File: src/rtl/samp_rej_prep.sv
// samp_rej_prep: forms the signed sample z from the base-sampler draw and the
// sign bit, then computes the BerExp argument
//   x = (z - r)^2 * sqr2_isigma - z0^2 * INV_2SIGMA0_SQ
// for both lanes at once, using the shared 81-bit multipliers for the two
// squarings and a local 9x72 multiply for the constant term.
module samp_rej_prep #(
  parameter int          MUL_LATENCY    = 0,
  parameter logic [71:0] INV_2SIGMA0_SQ = 72'h269F_1783_0777_8415_D2
) (
  input  logic               clk,
  input  logic               rst_n,
  input  logic               pre_done,
  input  logic [71:0]        r_l,
  input  logic [71:0]        r_r,
  input  logic [71:0]        sqr2_isigma,
  input  logic [62:0]        ccs_63,
  input  logic               in_valid,
  output logic               in_ready,
  input  logic [4:0]         z0_l,
  input  logic [4:0]         z0_r,
  input  logic               b_l,
  input  logic               b_r,
  output logic               MUL_data_valid_l,
  output logic               MUL_data_valid_r,
  output logic [80:0]        MUL_data_in_a_l,
  output logic [80:0]        MUL_data_in_a_r,
  output logic [80:0]        MUL_data_in_b_l,
  output logic [80:0]        MUL_data_in_b_r,
  input  logic [80:0]        MUL_data_out_l,
  input  logic [80:0]        MUL_data_out_r,
  output logic               out_valid,
  input  logic               out_ready,
  output logic [80:0]        x_l,
  output logic [80:0]        x_r,
  output logic signed [5:0]  z_l,
  output logic signed [5:0]  z_r,
  output logic [62:0]        ccs_out,
  output logic [1:0]         x_neg,
  output logic               err
);

  localparam int CNT_W = (MUL_LATENCY > 1) ? $clog2(MUL_LATENCY) : 1;
  localparam logic [CNT_W-1:0] CNT_LAST = CNT_W'((MUL_LATENCY > 0) ? MUL_LATENCY - 1 : 0);

  typedef enum logic [2:0] {IDLE, SQ, SQ_W, SC, SC_W, SUB, OUT} state_t;

  state_t            state_q, state_d;
  logic [CNT_W-1:0]  cnt_q, cnt_d;
  logic              params_loaded;
  logic              load_prm, accept, cap_d2, cap_t1, ld_x, mul_vld;

  logic [71:0]       r_l_q, r_r_q, sqr_q;
  logic [62:0]       ccs_q;

  logic signed [5:0]  z_l_nx, z_r_nx;
  logic signed [79:0] diff_l, diff_r;
  logic [78:0]        d_l_p0, d_r_p0;
  logic [8:0]         zsq_l_p0, zsq_r_p0;
  logic [80:0]        d2_l_p1, d2_r_p1;
  logic [80:0]        t1_l_p2, t1_r_p2;
  logic [80:0]        t2_l, t2_r;

  // Distance |v| of a signed Q8.72 value, at most 19 in magnitude.
  function automatic logic [78:0] abs_dist(input logic signed [79:0] v);
    return 79'(v[79] ? -v : v);
  endfunction

  // Difference clamped at zero: x is an unsigned argument for BerExp.
  function automatic logic [80:0] sat_sub(input logic [80:0] a, input logic [80:0] b);
    return (a >= b) ? (a - b) : '0;
  endfunction

  assign load_prm  = pre_done && (state_q == IDLE);
  assign in_ready  = (state_q == IDLE) && params_loaded;
  assign out_valid = (state_q == OUT);
  assign MUL_data_valid_l = mul_vld;
  assign MUL_data_valid_r = mul_vld;

  assign z_l_nx = b_l ? ($signed({1'b0, z0_l}) + 6'sd1) : -$signed({1'b0, z0_l});
  assign z_r_nx = b_r ? ($signed({1'b0, z0_r}) + 6'sd1) : -$signed({1'b0, z0_r});
  assign diff_l = $signed({{2{z_l_nx[5]}}, z_l_nx, 72'b0}) - $signed({8'b0, r_l_q});
  assign diff_r = $signed({{2{z_r_nx[5]}}, z_r_nx, 72'b0}) - $signed({8'b0, r_r_q});
  assign t2_l   = {72'b0, zsq_l_p0} * {9'b0, INV_2SIGMA0_SQ};
  assign t2_r   = {72'b0, zsq_r_p0} * {9'b0, INV_2SIGMA0_SQ};

  // Control state: FSM, latency counter, parameter flag and sticky error.
  always_ff @(posedge clk or negedge rst_n) begin
    if (!rst_n) begin
      state_q       <= IDLE;
      cnt_q         <= '0;
      params_loaded <= 1'b0;
      err           <= 1'b0;
    end else begin
      state_q <= state_d;
      cnt_q   <= cnt_d;
      if (load_prm) params_loaded <= 1'b1;
      if (pre_done && (state_q != IDLE)) err <= 1'b1;
    end
  end

  // Next state, multiplier drive and capture strobes.
  always_comb begin
    state_d = state_q;
    cnt_d   = cnt_q;
    accept  = 1'b0;
    cap_d2  = 1'b0;
    cap_t1  = 1'b0;
    ld_x    = 1'b0;
    mul_vld = 1'b0;
    MUL_data_in_a_l = '0;
    MUL_data_in_b_l = '0;
    MUL_data_in_a_r = '0;
    MUL_data_in_b_r = '0;
    case (state_q)
      IDLE: begin
        if (in_valid && params_loaded) begin
          accept  = 1'b1;
          state_d = SQ;
        end
      end
      SQ, SQ_W: begin
        MUL_data_in_a_l = {2'b0, d_l_p0};
        MUL_data_in_b_l = {2'b0, d_l_p0};
        MUL_data_in_a_r = {2'b0, d_r_p0};
        MUL_data_in_b_r = {2'b0, d_r_p0};
        mul_vld = (state_q == SQ);
        if ((MUL_LATENCY == 0) || ((state_q == SQ_W) && (cnt_q == CNT_LAST))) begin
          cap_d2  = 1'b1;
          state_d = SC;
        end else if (state_q == SQ) begin
          cnt_d   = '0;
          state_d = SQ_W;
        end else begin
          cnt_d = cnt_q + 1'b1;
        end
      end
      SC, SC_W: begin
        MUL_data_in_a_l = d2_l_p1;
        MUL_data_in_b_l = {9'b0, sqr_q};
        MUL_data_in_a_r = d2_r_p1;
        MUL_data_in_b_r = {9'b0, sqr_q};
        mul_vld = (state_q == SC);
        if ((MUL_LATENCY == 0) || ((state_q == SC_W) && (cnt_q == CNT_LAST))) begin
          cap_t1  = 1'b1;
          state_d = SUB;
        end else if (state_q == SC) begin
          cnt_d   = '0;
          state_d = SC_W;
        end else begin
          cnt_d = cnt_q + 1'b1;
        end
      end
      SUB: begin
        ld_x    = 1'b1;
        state_d = OUT;
      end
      OUT: begin
        if (out_ready) state_d = IDLE;
      end
      default: state_d = IDLE;
    endcase
  end

  // Datapath registers: parameters, accept stage (p0), square (p1), scaled (p2).
  always_ff @(posedge clk) begin
    if (load_prm) begin
      r_l_q <= r_l;
      r_r_q <= r_r;
      sqr_q <= sqr2_isigma;
      ccs_q <= ccs_63;
    end
    if (accept) begin
      d_l_p0   <= abs_dist(diff_l);
      d_r_p0   <= abs_dist(diff_r);
      zsq_l_p0 <= {4'b0, z0_l} * {4'b0, z0_l};
      zsq_r_p0 <= {4'b0, z0_r} * {4'b0, z0_r};
    end
    if (cap_d2) begin
      d2_l_p1 <= MUL_data_out_l;
      d2_r_p1 <= MUL_data_out_r;
    end
    if (cap_t1) begin
      t1_l_p2 <= MUL_data_out_l;
      t1_r_p2 <= MUL_data_out_r;
    end
  end

  // Result registers presented to BerExp; held while waiting in OUT.
  always_ff @(posedge clk or negedge rst_n) begin
    if (!rst_n) begin
      z_l     <= '0;
      z_r     <= '0;
      x_l     <= '0;
      x_r     <= '0;
      x_neg   <= '0;
      ccs_out <= '0;
    end else begin
      if (accept) begin
        z_l <= z_l_nx;
        z_r <= z_r_nx;
      end
      if (ld_x) begin
        x_l     <= sat_sub(t1_l_p2, t2_l);
        x_r     <= sat_sub(t1_r_p2, t2_r);
        x_neg   <= {(t1_r_p2 < t2_r), (t1_l_p2 < t2_l)};
        ccs_out <= ccs_q;
      end
    end
  end

endmodule

File: config.mk
export PLATFORM = sky130hd
export DESIGN_NAME = samp_rej_prep
export DESIGN_NICKNAME = d
export VERILOG_FILES = /design/src/rtl/samp_rej_prep.sv
export SDC_FILE = /design/constraint.sdc
export NUM_CORES = 2
export LEC_CHECK = 0
export CORE_AREA = 2 2 396 398
export CTS_CLUSTER_DIAMETER = 80
export DETAILED_ROUTE_END_ITERATION = 8
export DIE_AREA = 0 0 398 400
export PLACE_DENSITY = 0.65
export SYNTH_ARGS = -nofsm -noshare
export SYNTH_HDL_FRONTEND = slang
export SYNTH_SLANG_ARGS = --single-unit
File: constraint.sdc
create_clock -name clk -period 8.8 [get_ports clk]
set_input_delay 1.76 -clock clk [delete_from_list [all_inputs] [get_ports clk]]
set_output_delay 1.76 -clock clk [all_outputs]
set_load 0.02 [all_outputs]
==> reports/qor.yml <==
die:
  rows: 145
  ios: 1026
  dieWidth_um: 398
  core_region_area_um2: 155000
  dieArea_um2: 159000
  die_y_um: 400
  initial_utilization_pct: 45.7
yosys:
  synth_ff_type: "edfxtp_1"
  yosysUniqueCellTypes: 97
  synth_top_area_share_pct: 32.9
  syn_area_um2: 70800
  yosys-top-cells-count: "edfxtp_1 (777), nand2_1 (713), inv_1 (538)"
  synth.most_common_cell: "edfxtp_1"
  synth_edf_count: 777
  synth.avg_cell_area_um2: 10.2
  async_flop_share_pct: 23.9
  yosys_warnings: 0
  ys_seq_area_share_pct: 41.6
  synth_area_leaders: "edfxtp_1 (33%), ha_1 (9.1%), dfrtp_1 (8.6%)"
  synthCells: 6956
  synth_area_leader_cell: "edfxtp_1"
  ys_seq_elements: 1021
layout:
  drive_gt1_share_pct: 8.88
  stdcell_count: 10377
  stdcell_area_um2: 90200
  syn2layout_area_growth_pct: 27.4
  nets: 9397
  utilization_pct: 58.2
placed_design:
  dp_hpwl_um: 255000
  port_buffers: 1021
  dpl_cell_area_um2: 85500
  placed_cells: 10123
  place.gp.congestion: 1.02
clocking:
  cts.sink_count: 1021
  ctsHtreeMaxLevel: 3
  clock_latency_ns: 0.80
  clock-root-buffer: "clkbuf_16"
  clkTransAtPathRegs_ns: 0.07
  cts_tree: "done"
  cts_made_buffers: 121
  cts_hold_buf: 0
  clockBufferDepth: 3
global_routing:
  grt_pass1_wl_um: 433000
  grt_max_degree: 146
  overflow: 0
  antenna_found_initial: 48
  track_usage_pct: 38.0
  first_global_vias: 60088
detailed_routing:
  drt_iter0_markers: 6952
  viasPerCell: 6.02
  antenna_left: 0
  post_drt_wl_per_cell_um: 30.0
  drc_errors: 0
  first_pass_iters: 6
  dr_total_vias: 62516
  wl_um: 311000
setup_path:
  path_class: "flop to flop"
  crit_fanout: 18
  slowest_stage: "fa_1"
  worstPathRequired_ns: 9.41
  critPathMaxStageDelay_ns: 0.57
  path_buf_inv: 5
  path_common_cell: "a21oi_1"
  crit_arrival_ns: 9.10
  start_kind: "flop"
  cp_top_family: "compound AO/OA/AOI/OAI gates"
  endpoint_kind: "flop"
sta:
  holdWs_ns: 0.422
  hold_viol: 0
  slew_headroom_pct: 14.4
  fmax_mhz: 118
  slew_viol_final: 0
  setup_viol: 0
  fin_crit_sh_pct: 96.5
  worst_slew_pin_slew_ns: 1.28
  fin_skew_ns: 0.0588
  fin_crit_ns: 8.49
outcome:
  status: "completed"
min_path:
  hold_path.class: "flop to flop"
flow_run:
  maxCapViolations: 0
through the flow:
stage / setup TNS, ns / setup WS, ns
3_5_place_dp: 0 / 0.208
3_3_place_gp: 0 / 0.129
2_1_floorplan: 0 / 0.0732
6_report: 0 / 0.311
5_1_grt: -0.0195 / -0.0134
4_1_cts: 0 / 0.153
state kept, by name (all words and copies together), names as in the netlist, 72 cells and up:
signal	count
d_l_p0	79
sqr_q	72
x_l	81
d_r_p0	79
d2_r_p1	81
r_r_q	72
d2_l_p1	81
t1_r_p2	81
t1_l_p2	81
r_l_q	72
x_r	81
worst reg2reg max path: cells and delay by family, from the launching register on:
| family | cells | cell delay, ns |
|---|---|---|
| adders and majority gates | 6 | 2.81 |
| and+or+nand+nor | 5 | 0.84 |
| AOI/OAI and AO/OA | 16 | 3.37 |
| buffers and inverters | 5 | 0.65 |
| DFF | 1 | 0.42 |
| xor gates and xnor gates | 1 | 0.25 |
layout by cell type (no fill, tap or decap), types with 83 or more instances in the layout:
master and instances:
a21oi_1 382, buf_4 373, a22o_1 308, nor3_1 133
a21o_1 204, ha_1 511, nand2_1 712, clkdlybuf4s50_1 1020
xor2_1 218, edfxtp_1 777, xnor2_1 357, nand3_1 132
fa_1 233, nor2_1 326, o21ai_0 391, inv_1 537
nand4_1 83, clkbuf_16 125, dfrtp_1 244
cell families (layout without fill, tap and decap cells):
family	count (synthesis)	count (layout)	synth area share, %
AOI/OAI and AO/OA	1793	1794	17.1
xor gates and xnor gates	576	576	7.12
adders and majority gates	749	749	15.7
buffers and inverters	854	2175	4.58
DFF	1021	1021	41.6
muxes	20	20	0.291
other	2	43	0.0106
and+or+nand+nor	1941	1941	13.7
timing repair:
action,CTS,global route
resized for setup,0,42
endpoints found under the setup margin,0,162
setup buffers,0,1
per-layer routing:
metal	part of all wire [%]	GRT usage (%)
met4	5.0	15.9
met3	9.7	8.61
met2	46	60.9
met5	0.028	0
met1	39	49.7
final timing paths:
kind | slack, ns | end | start | depth (start not counted)
max | 0.31 | x_r[76] | zsq_r_p0[3] | 33
min | 0.42 | ccs_out[29] | ccs_q[29] | 2
max reg2reg | 0.31 | x_r[76] | zsq_r_p0[3] | 33
min reg2reg | 0.42 | ccs_out[29] | ccs_q[29] | 2
max in group asynchronous | 6.52 | x_r[65] | rst_n | 2
min in group asynchronous | 1.01 | ccs_out[2] | rst_n | 1
area by class of cell:
cell class / instances / area (µm²)
fill: 13434 / 64900
timing repair buffer: 1406 / 13200
antenna: 21 / 52.6
clock buffer: 156 / 3350
sequential: 1021 / 29400
multi-input combinational: 5102 / 38400
tap: 2058 / 2570
clock inverter: 75 / 1090
inverter: 538 / 2030
Power is not shown: default switching activity piles up to over one toggle a cycle in this logic, so the estimate is an artifact.
